## src/rtl/byte_serial_dut_stub_if.sv

```systemverilog
// Byte-serial DUT bus: start/plaintext/key toward the responder, done/result/busy back.
interface byte_serial_dut_stub_if;
  logic       start;
  logic [7:0] pt_in;
  logic [7:0] key_in;
  logic       done;
  logic [7:0] ct_out;
  logic       busy;

  modport master (output start, pt_in, key_in, input done, ct_out, busy);
  modport slave  (input start, pt_in, key_in, output done, ct_out, busy);
endinterface

```

## src/rtl/byte_serial_dut_stub.sv

```systemverilog
// Stand-in responder for the masked AES core: capture 16 pt/key bytes, wait LATENCY, stream result.
// Define STUB_SBOX_EN to return SubBytes(pt ^ key) instead of plain pt ^ key.
module byte_serial_dut_stub #(
  parameter int LATENCY = 10,
  parameter int NBYTES  = 16
) (
  input logic clk,
  input logic rst,
  byte_serial_dut_stub_if.slave bus
);
  localparam int         W        = NBYTES * 8;
  localparam logic [3:0] LAST_B   = 4'(NBYTES - 1);
  localparam logic [7:0] LAST_LAT = 8'(LATENCY - 1);

  typedef enum logic [1:0] {S_IDLE, S_LOAD, S_WAIT, S_EMIT} state_t;

  state_t         state;
  logic [W-1:0]   pt_q, key_q, res_q;
  logic [W-1:0]   pt_nx, key_nx, res_nx;
  logic [3:0]     byte_cnt;
  logic [7:0]     lat_cnt;
  logic           done_q, busy_q;
  logic [7:0]     ct_q;

`ifdef STUB_SBOX_EN
  function automatic logic [7:0] gmul(input logic [7:0] a, input logic [7:0] b);
    logic [7:0] p, x;
    p = 8'h00;
    x = a;
    for (int i = 0; i < 8; i++) begin
      if (b[i]) p = p ^ x;
      x = {x[6:0], 1'b0} ^ (x[7] ? 8'h1b : 8'h00);
    end
    return p;
  endfunction

  // a^254 is the field inverse (and maps 0 to 0), followed by the AES affine map
  function automatic logic [7:0] sbox(input logic [7:0] a);
    logic [7:0] r, s;
    r = 8'h01;
    s = a;
    for (int i = 1; i < 8; i++) begin
      s = gmul(s, s);
      r = gmul(r, s);
    end
    return r ^ {r[6:0], r[7]} ^ {r[5:0], r[7:6]} ^ {r[4:0], r[7:5]} ^ {r[3:0], r[7:4]} ^ 8'h63;
  endfunction
`endif

  assign pt_nx  = {pt_q[W-9:0],  bus.pt_in};
  assign key_nx = {key_q[W-9:0], bus.key_in};

  always_comb begin
    res_nx = '0;
    for (int i = 0; i < NBYTES; i++) begin
`ifdef STUB_SBOX_EN
      res_nx[8*i +: 8] = sbox(pt_nx[8*i +: 8] ^ key_nx[8*i +: 8]);
`else
      res_nx[8*i +: 8] = pt_nx[8*i +: 8] ^ key_nx[8*i +: 8];
`endif
    end
  end

  always_ff @(posedge clk) begin
    if (rst) begin
      state    <= S_IDLE;
      pt_q     <= '0;
      key_q    <= '0;
      res_q    <= '0;
      byte_cnt <= '0;
      lat_cnt  <= '0;
      done_q   <= 1'b0;
      busy_q   <= 1'b0;
      ct_q     <= 8'h00;
    end else begin
      done_q <= 1'b0;
      if (bus.start) begin
        // start from any state restarts capture cleanly
        state    <= S_LOAD;
        byte_cnt <= '0;
        lat_cnt  <= '0;
        ct_q     <= 8'h00;
        busy_q   <= 1'b1;
      end else begin
        case (state)
          S_IDLE: ;
          S_LOAD: begin
            pt_q  <= pt_nx;
            key_q <= key_nx;
            if (byte_cnt == LAST_B) begin
              byte_cnt <= '0;
              lat_cnt  <= '0;
              if (LATENCY == 0) begin
                state  <= S_EMIT;
                done_q <= 1'b1;
                ct_q   <= res_nx[W-1 -: 8];
                res_q  <= res_nx << 8;
              end else begin
                state <= S_WAIT;
                res_q <= res_nx;
              end
            end else begin
              byte_cnt <= byte_cnt + 4'd1;
            end
          end
          S_WAIT: begin
            if (lat_cnt == LAST_LAT) begin
              state  <= S_EMIT;
              done_q <= 1'b1;
              ct_q   <= res_q[W-1 -: 8];
              res_q  <= res_q << 8;
            end else begin
              lat_cnt <= lat_cnt + 8'd1;
            end
          end
          S_EMIT: begin
            if (byte_cnt == LAST_B) begin
              state  <= S_IDLE;
              ct_q   <= 8'h00;
              busy_q <= 1'b0;
            end else begin
              byte_cnt <= byte_cnt + 4'd1;
              ct_q     <= res_q[W-1 -: 8];
              res_q    <= res_q << 8;
            end
          end
          default: state <= S_IDLE;
        endcase
      end
    end
  end

  assign bus.done   = done_q;
  assign bus.ct_out = ct_q;
  assign bus.busy   = busy_q;
endmodule

```

## src/flat_wrapper.sv

```systemverilog
// flat-port wrapper written by rule: the top's interface ports become plain ports
module byte_serial_dut_stub_flat 
#(
  parameter int LATENCY = 10,
  parameter int NBYTES  = 16
)
  (clk, rst, bus_start, bus_pt_in, bus_key_in, bus_done, bus_ct_out, bus_busy);
  byte_serial_dut_stub_if bus_i ();
  input logic clk;
  input logic rst;
  input wire logic [$bits(bus_i.start)-1:0] bus_start;
  input wire logic [$bits(bus_i.pt_in)-1:0] bus_pt_in;
  input wire logic [$bits(bus_i.key_in)-1:0] bus_key_in;
  output wire logic [$bits(bus_i.done)-1:0] bus_done;
  output wire logic [$bits(bus_i.ct_out)-1:0] bus_ct_out;
  output wire logic [$bits(bus_i.busy)-1:0] bus_busy;
  assign bus_i.start = bus_start;
  assign bus_i.pt_in = bus_pt_in;
  assign bus_i.key_in = bus_key_in;
  assign bus_done = bus_i.done;
  assign bus_ct_out = bus_i.ct_out;
  assign bus_busy = bus_i.busy;
  byte_serial_dut_stub #(.LATENCY(LATENCY), .NBYTES(NBYTES)) u_core (.clk(clk), .rst(rst), .bus(bus_i));
endmodule
```

## config.mk

```make
export PLATFORM = sky130hd
export DESIGN_NAME = byte_serial_dut_stub_flat
export DESIGN_NICKNAME = d
export VERILOG_FILES = /design/src/rtl/byte_serial_dut_stub_if.sv /design/src/rtl/byte_serial_dut_stub.sv /design/src/flat_wrapper.sv
export SDC_FILE = /design/constraint.sdc
export NUM_CORES = 1
export LEC_CHECK = 0
export ABC_CLOCK_PERIOD_IN_PS = 2900
export CORE_ASPECT_RATIO = 1.25
export CORE_MARGIN = 4
export CORE_UTILIZATION = 62
export DETAILED_ROUTE_END_ITERATION = 6
export GPL_TIMING_DRIVEN = 0
export PLACE_DENSITY = 0.87
export SETUP_SLACK_MARGIN = 0.3
export SLEW_MARGIN = 20
export SYNTH_ARGS = -nofsm -noshare
export SYNTH_HDL_FRONTEND = slang
export SYNTH_SLANG_ARGS = --single-unit
```

## constraint.sdc

```tcl
create_clock -name clk -period 2.9 [get_ports clk]
set_clock_uncertainty 0.2 [all_clocks]
set_input_delay 0.58 -clock clk [delete_from_list [all_inputs] [get_ports clk]]
set_output_delay 0.58 -clock clk [all_outputs]
set_load 0.01 [all_outputs]
```

==> results.txt <==
----------------------------------------------------
[Status]
  Outcome ... finished clean

[Floorplan]
  Die outline area ... 29,800 um^2
  Initial Util ... 0.628
  Die W ... 155 um
  Core area ... around 27,000 um^2
  Number of core rows ... 67
  Number of I/O pins ... 29
  Die height ... 192 um

[Synth]
  Fraction of post-synthesis cell area in the top cell type by area ... 0.467
  Main area contributors after synthesis ... sky130_fd_sc_hd__dfxtp_1 47%, sky130_fd_sc_hd__nand2_1 11%, sky130_fd_sc_hd__a21oi_1 11%
  Share of synthesized area occupied by flip-flops and latches ... 0.467
  Simple logic cell fraction of the synthesized area ... 0.178
  Number of different library cells in the post-synthesis netlist ... 38
  Synthesized netlist cell count ... ~2,000
  Compound-Gate Fraction of Synth Area ... 0.159
  Synthesized Nets ... between 2,000 and 2,500
  Multiplexer fraction of the synthesized cell area ... 0.0768
  Largest area contributor in the netlist ... sky130_fd_sc_hd__dfxtp_1
  Syn. warnings ... 0
  Cell area after synthesis ... ~17,000 um^2
  Post-synthesis register bit count ... between 300 and 400
  Syn avg cell area ... 8.23 um^2
  Synthesized-area fraction occupied by xor and xnor cells ... 0.0672
  Adder-cell share of the synthesized area ... 0.00596
  Main combinational cell family by area after synthesis ... simple AND/OR/NAND/NOR gates

[Cells and area]
  Post-layout net count ... 2,138
  Area of all placed cells without fillers ... roughly 19,000 um^2
  Fraction of final layout cells with drive strength greater than 1 ... 0.0614
  Area growth from synthesis to layout ... 12.5%

[Worst setup path]
  Crit Path Category ... flop to flop
  Critical Path Slowest Stage Cell ... sky130_fd_sc_hd__dfxtp_1
  Category of the worst setup path capture point ... flop
  RR Startpoint ... u_core.state[1]
  Critical path data required time ... roughly 3.1 ns
  Largest fanout on the critical path ... 10
  Crit start category ... flop
  Biggest cell delay along the critical path ... approximately 0.37 ns
  Worst-case register-to-register setup slack ... 0.30 ns
  Worst setup path end ... u_core.res_q[83]
  Timing startpoint of the critical path ... u_core.state[1]
  Chain of cells forming the critical path ... ha_1 -> clkbuf_2 -> nor2_1 -> clkbuf_4 -> buf_2 -> mux2i_1 -> or3_1 -> a21oi_1
  Stages on worst setup path ... 8
  Cell family with most CP delay ... buffers and inverters
  R2R depth ... 8
  End of the worst register-to-register path ... u_core.res_q[83]
  WP data arrival ... about 2.8 ns
  Buffering stage count on the worst path with inverters included ... 3

[Timing]
  Final period demand of the worst path ... 2.60 ns
  Unrepaired setup endpoints after global routing ... yes
  Portion of the clock cycle consumed by the worst path in the final layout ... 0.896
  Total negative slack for setup checks ... 0 ns
  Setup-violating endpoint count in the final report ... 0
  Least-Margin Pin Slew ... around 0.93 ns
  Max Freq ... ~380 MHz
  Min setup slack post-route ... roughly 0.3 ns
  Pins over their slew limit ... 0
  Hold Violations, Final ... 0
  Tightest slew margin relative to the limit ... 0.381

[Routing]
  Number of optimization iterations in the first detailed-route pass ... 5
  Total Routed Length ... 45,200 um
  Total via count in the routed design ... 14,700
  Residual antenna-violating net count after detailed routing ... 0
  DR vias/cell ... slightly below 6
  Routed WL per cell ... about 18 um
  Drt drc ... 0
  Number of DRC markers in iteration 0 ... approximately 1,300

[Placed design]
  Detail Placement HPWL ... between 30,000 and 40,000 um
  Area after DPL ... 17,500 um^2
  Routability congestion estimate from global placement ... between 0.8 and 0.9
  DP Worst Slack ... -0.320 ns
  Number of buffers added on ports ... 27

[Clocking]
  TritonCTS Buffers ... 38
  Clk slew on worst S/H paths ... ~0.060 ns
  CTS tree ... built
  Clock buffer depth ... 3
  H-tree lvl count ... 2
  Clock latency on the worst-skew pair ... around 0.53 ns
  Clk sink count ... 392
  Clock root buffer master ... sky130_fd_sc_hd__clkbuf_16
  Hold_buf cts ... 0

[Power and ir drop]
  Proportion of power drawn by flip-flops and latches ... 0.484
  Peak ir drop on the vdd network ... 0.524 mV
  Power density over the cells ... just under 600 nW/um^2
  Leakage power of the design ... about 7.5 nW
  Switching power ... roughly 2.6 mW
  Logic gate share of total power ... 0.068
  Share of power burned in the clock network ... 0.449
  Total power after layout ... roughly 11 mW
  Total internal power ... between 8 and 9 mW
  Share of total power consumed by net switching ... 0.233

[Global routing]
  Congestion Overflow GR ... 0
  Pin count of the biggest net entering global routing ... 15
  Via count of the first global-routing pass ... 14,600
  GRT Resource Usage Total ... 0.296
  Wire length of the first global-routing pass ... a little over 70,000 um
  Number of antenna violations at the first check in global routing ... 1

[Job]
  Max Cap Viol ... 0

[Hold path]
  Worst min path class ... flop to flop
  Origin of the worst min-delay path ... u_core.bus.ct_out[7]

----------------------------------------------------
## stage by stage
step | hold WS [ns] | utilization | instances
5_1_grt | 0.287 | 0.707 | 2480
2_1_floorplan | 0.231 | - | 2041
6_report | 0.261 | 0.707 | 2481
4_1_cts | 0.259 | 0.704 | 2479
3_3_place_gp | 0.247 | 0.655 | 2413
3_5_place_dp | 0.247 | 0.655 | 2413
## worst min-delay path, delay by kind of cell, from the launching register on
kind / cells / cell delay [ns]
muxes: 1 / 0.06
and+or+nand+nor: 1 / 0.05
DFF: 1 / 0.31
## how the worst min path moves through the flow
stage	end	slack [ns]	cells past startpoint
final	u_core.bus.ct_out[7]	0.26	2
after global routing	u_core.pt_q[112]	0.29	2
after CTS	u_core.bus.ct_out[0]	0.26	2
after detailed placement	u_core.bus.ct_out[0]	0.25	2
after global placement	u_core.bus.ct_out[7]	0.25	2
after floorplan	u_core.bus.ct_out[0]	0.23	2
## cell type report
class	instances	area [um^2]
Inverter	7	26.3
Timing Repair Buffer	30	293
Buffer	169	842
Clock inverter	15	206
Sequential cell	392	7850
Clock buffer	49	1050
Tap cell	345	432
Fill cell	1924	7850
Multi-Input combinational cell	1473	8190
Antenna cell	1	2.50
## placed cells by master, fill, tap and decap left out, types with 2 or more instances in the layout
master | Yosys | routed
sky130_fd_sc_hd__bufinv_16 | 0 | 5
sky130_fd_sc_hd__clkbuf_16 | 0 | 39
sky130_fd_sc_hd__buf_4 | 0 | 5
sky130_fd_sc_hd__or3_1 | 122 | 122
sky130_fd_sc_hd__a31oi_1 | 5 | 5
sky130_fd_sc_hd__clkbuf_2 | 0 | 30
sky130_fd_sc_hd__nand3_1 | 10 | 10
sky130_fd_sc_hd__clkdlybuf4s50_1 | 0 | 27
sky130_fd_sc_hd__nand4_1 | 2 | 2
sky130_fd_sc_hd__o21ai_0 | 135 | 135
sky130_fd_sc_hd__nor2_1 | 11 | 10
sky130_fd_sc_hd__xnor2_1 | 8 | 8
sky130_fd_sc_hd__clkbuf_8 | 0 | 4
sky130_fd_sc_hd__or2_2 | 2 | 2
sky130_fd_sc_hd__or4_1 | 12 | 12
sky130_fd_sc_hd__buf_6 | 13 | 14
sky130_fd_sc_hd__and2_1 | 2 | 2
sky130_fd_sc_hd__clkbuf_4 | 0 | 12
sky130_fd_sc_hd__dfxtp_1 | 392 | 391
sky130_fd_sc_hd__a21oi_1 | 377 | 377
sky130_fd_sc_hd__xor2_1 | 121 | 121
sky130_fd_sc_hd__inv_1 | 7 | 7
sky130_fd_sc_hd__mux2i_1 | 129 | 129
sky130_fd_sc_hd__clkinv_2 | 0 | 8
sky130_fd_sc_hd__nor3_1 | 4 | 4
sky130_fd_sc_hd__nor4_1 | 2 | 2
sky130_fd_sc_hd__and4_1 | 2 | 2
sky130_fd_sc_hd__ha_1 | 8 | 7
sky130_fd_sc_hd__clkbuf_1 | 141 | 113
sky130_fd_sc_hd__nand2_1 | 508 | 508
sky130_fd_sc_hd__buf_1 | 1 | 2
## cell usage after synthesis, drive strengths merged
master / count
a21oi: 378
a311oi: 1
a31oi: 5
and2: 2
and3: 1
and4: 2
buf: 28
clkbuf: 141
dfxtp: 392
ha: 8
inv: 7
mux2i: 129
nand2: 508
nand3: 10
nand3b: 1
nand4: 2
nand4b: 1
nand4bb: 1
nor2: 11
nor3: 4
nor4: 2
o211ai: 1
o21a: 2
o21ai: 135
o221ai: 1
o22ai: 1
o32ai: 1
or2: 2
or3: 123
or4: 12
xnor2: 8
xor2: 121
## sequential cells by signal, summed over array words and instances, names as in the netlist
| signal | cells |
|---|---|
| u_core.state | 2 |
| u_core.lat_cnt | 8 |
| u_core.byte_cnt | 4 |
| u_core.bus.done | 1 |
| u_core.key_q | 120 |
| u_core.pt_q | 120 |
| u_core.bus.ct_out | 8 |
| u_core.res_q | 128 |
| u_core.bus.busy | 1 |
## logic make-up (layout without fill, tap and decap cells)
logic type,after synthesis,in the layout
other cells,0,1
buf+inv,176,270
xor+xnor,129,129
compound gates,525,525
fa+ha+maj,8,8
simple gates,682,682
flops,392,392
mux,129,129
## timing repair
item	in CTS	in global routing
setup endpoints to repair	320	230
resized for setup	28	39
pin swaps	2	1
setup buffers	2	1
## metal layers
layer  vias up  part of all wire  track usage
met3       179             0.065       0.0458
li1       7054                 -            -
met2       584              0.50        0.524
met5         -           0.00029            0
met1      6921              0.38        0.339
met4         2             0.056        0.164
## power groups by stage
| stage | clock, mW | sequential (mW) | combinational, mW |
|---|---|---|---|
| after floorplan | 0 | 5.55 | 0.493 |
| after global placement | 0 | 5.56 | 0.694 |
| after detailed placement | 0 | 5.56 | 0.712 |
| after CTS | 5.08 | 5.44 | 0.730 |
| after global routing | 5.30 | 5.44 | 0.818 |
| final | 5.05 | 5.44 | 0.762 |
Note: power is estimated with default switching activity, not from simulation.
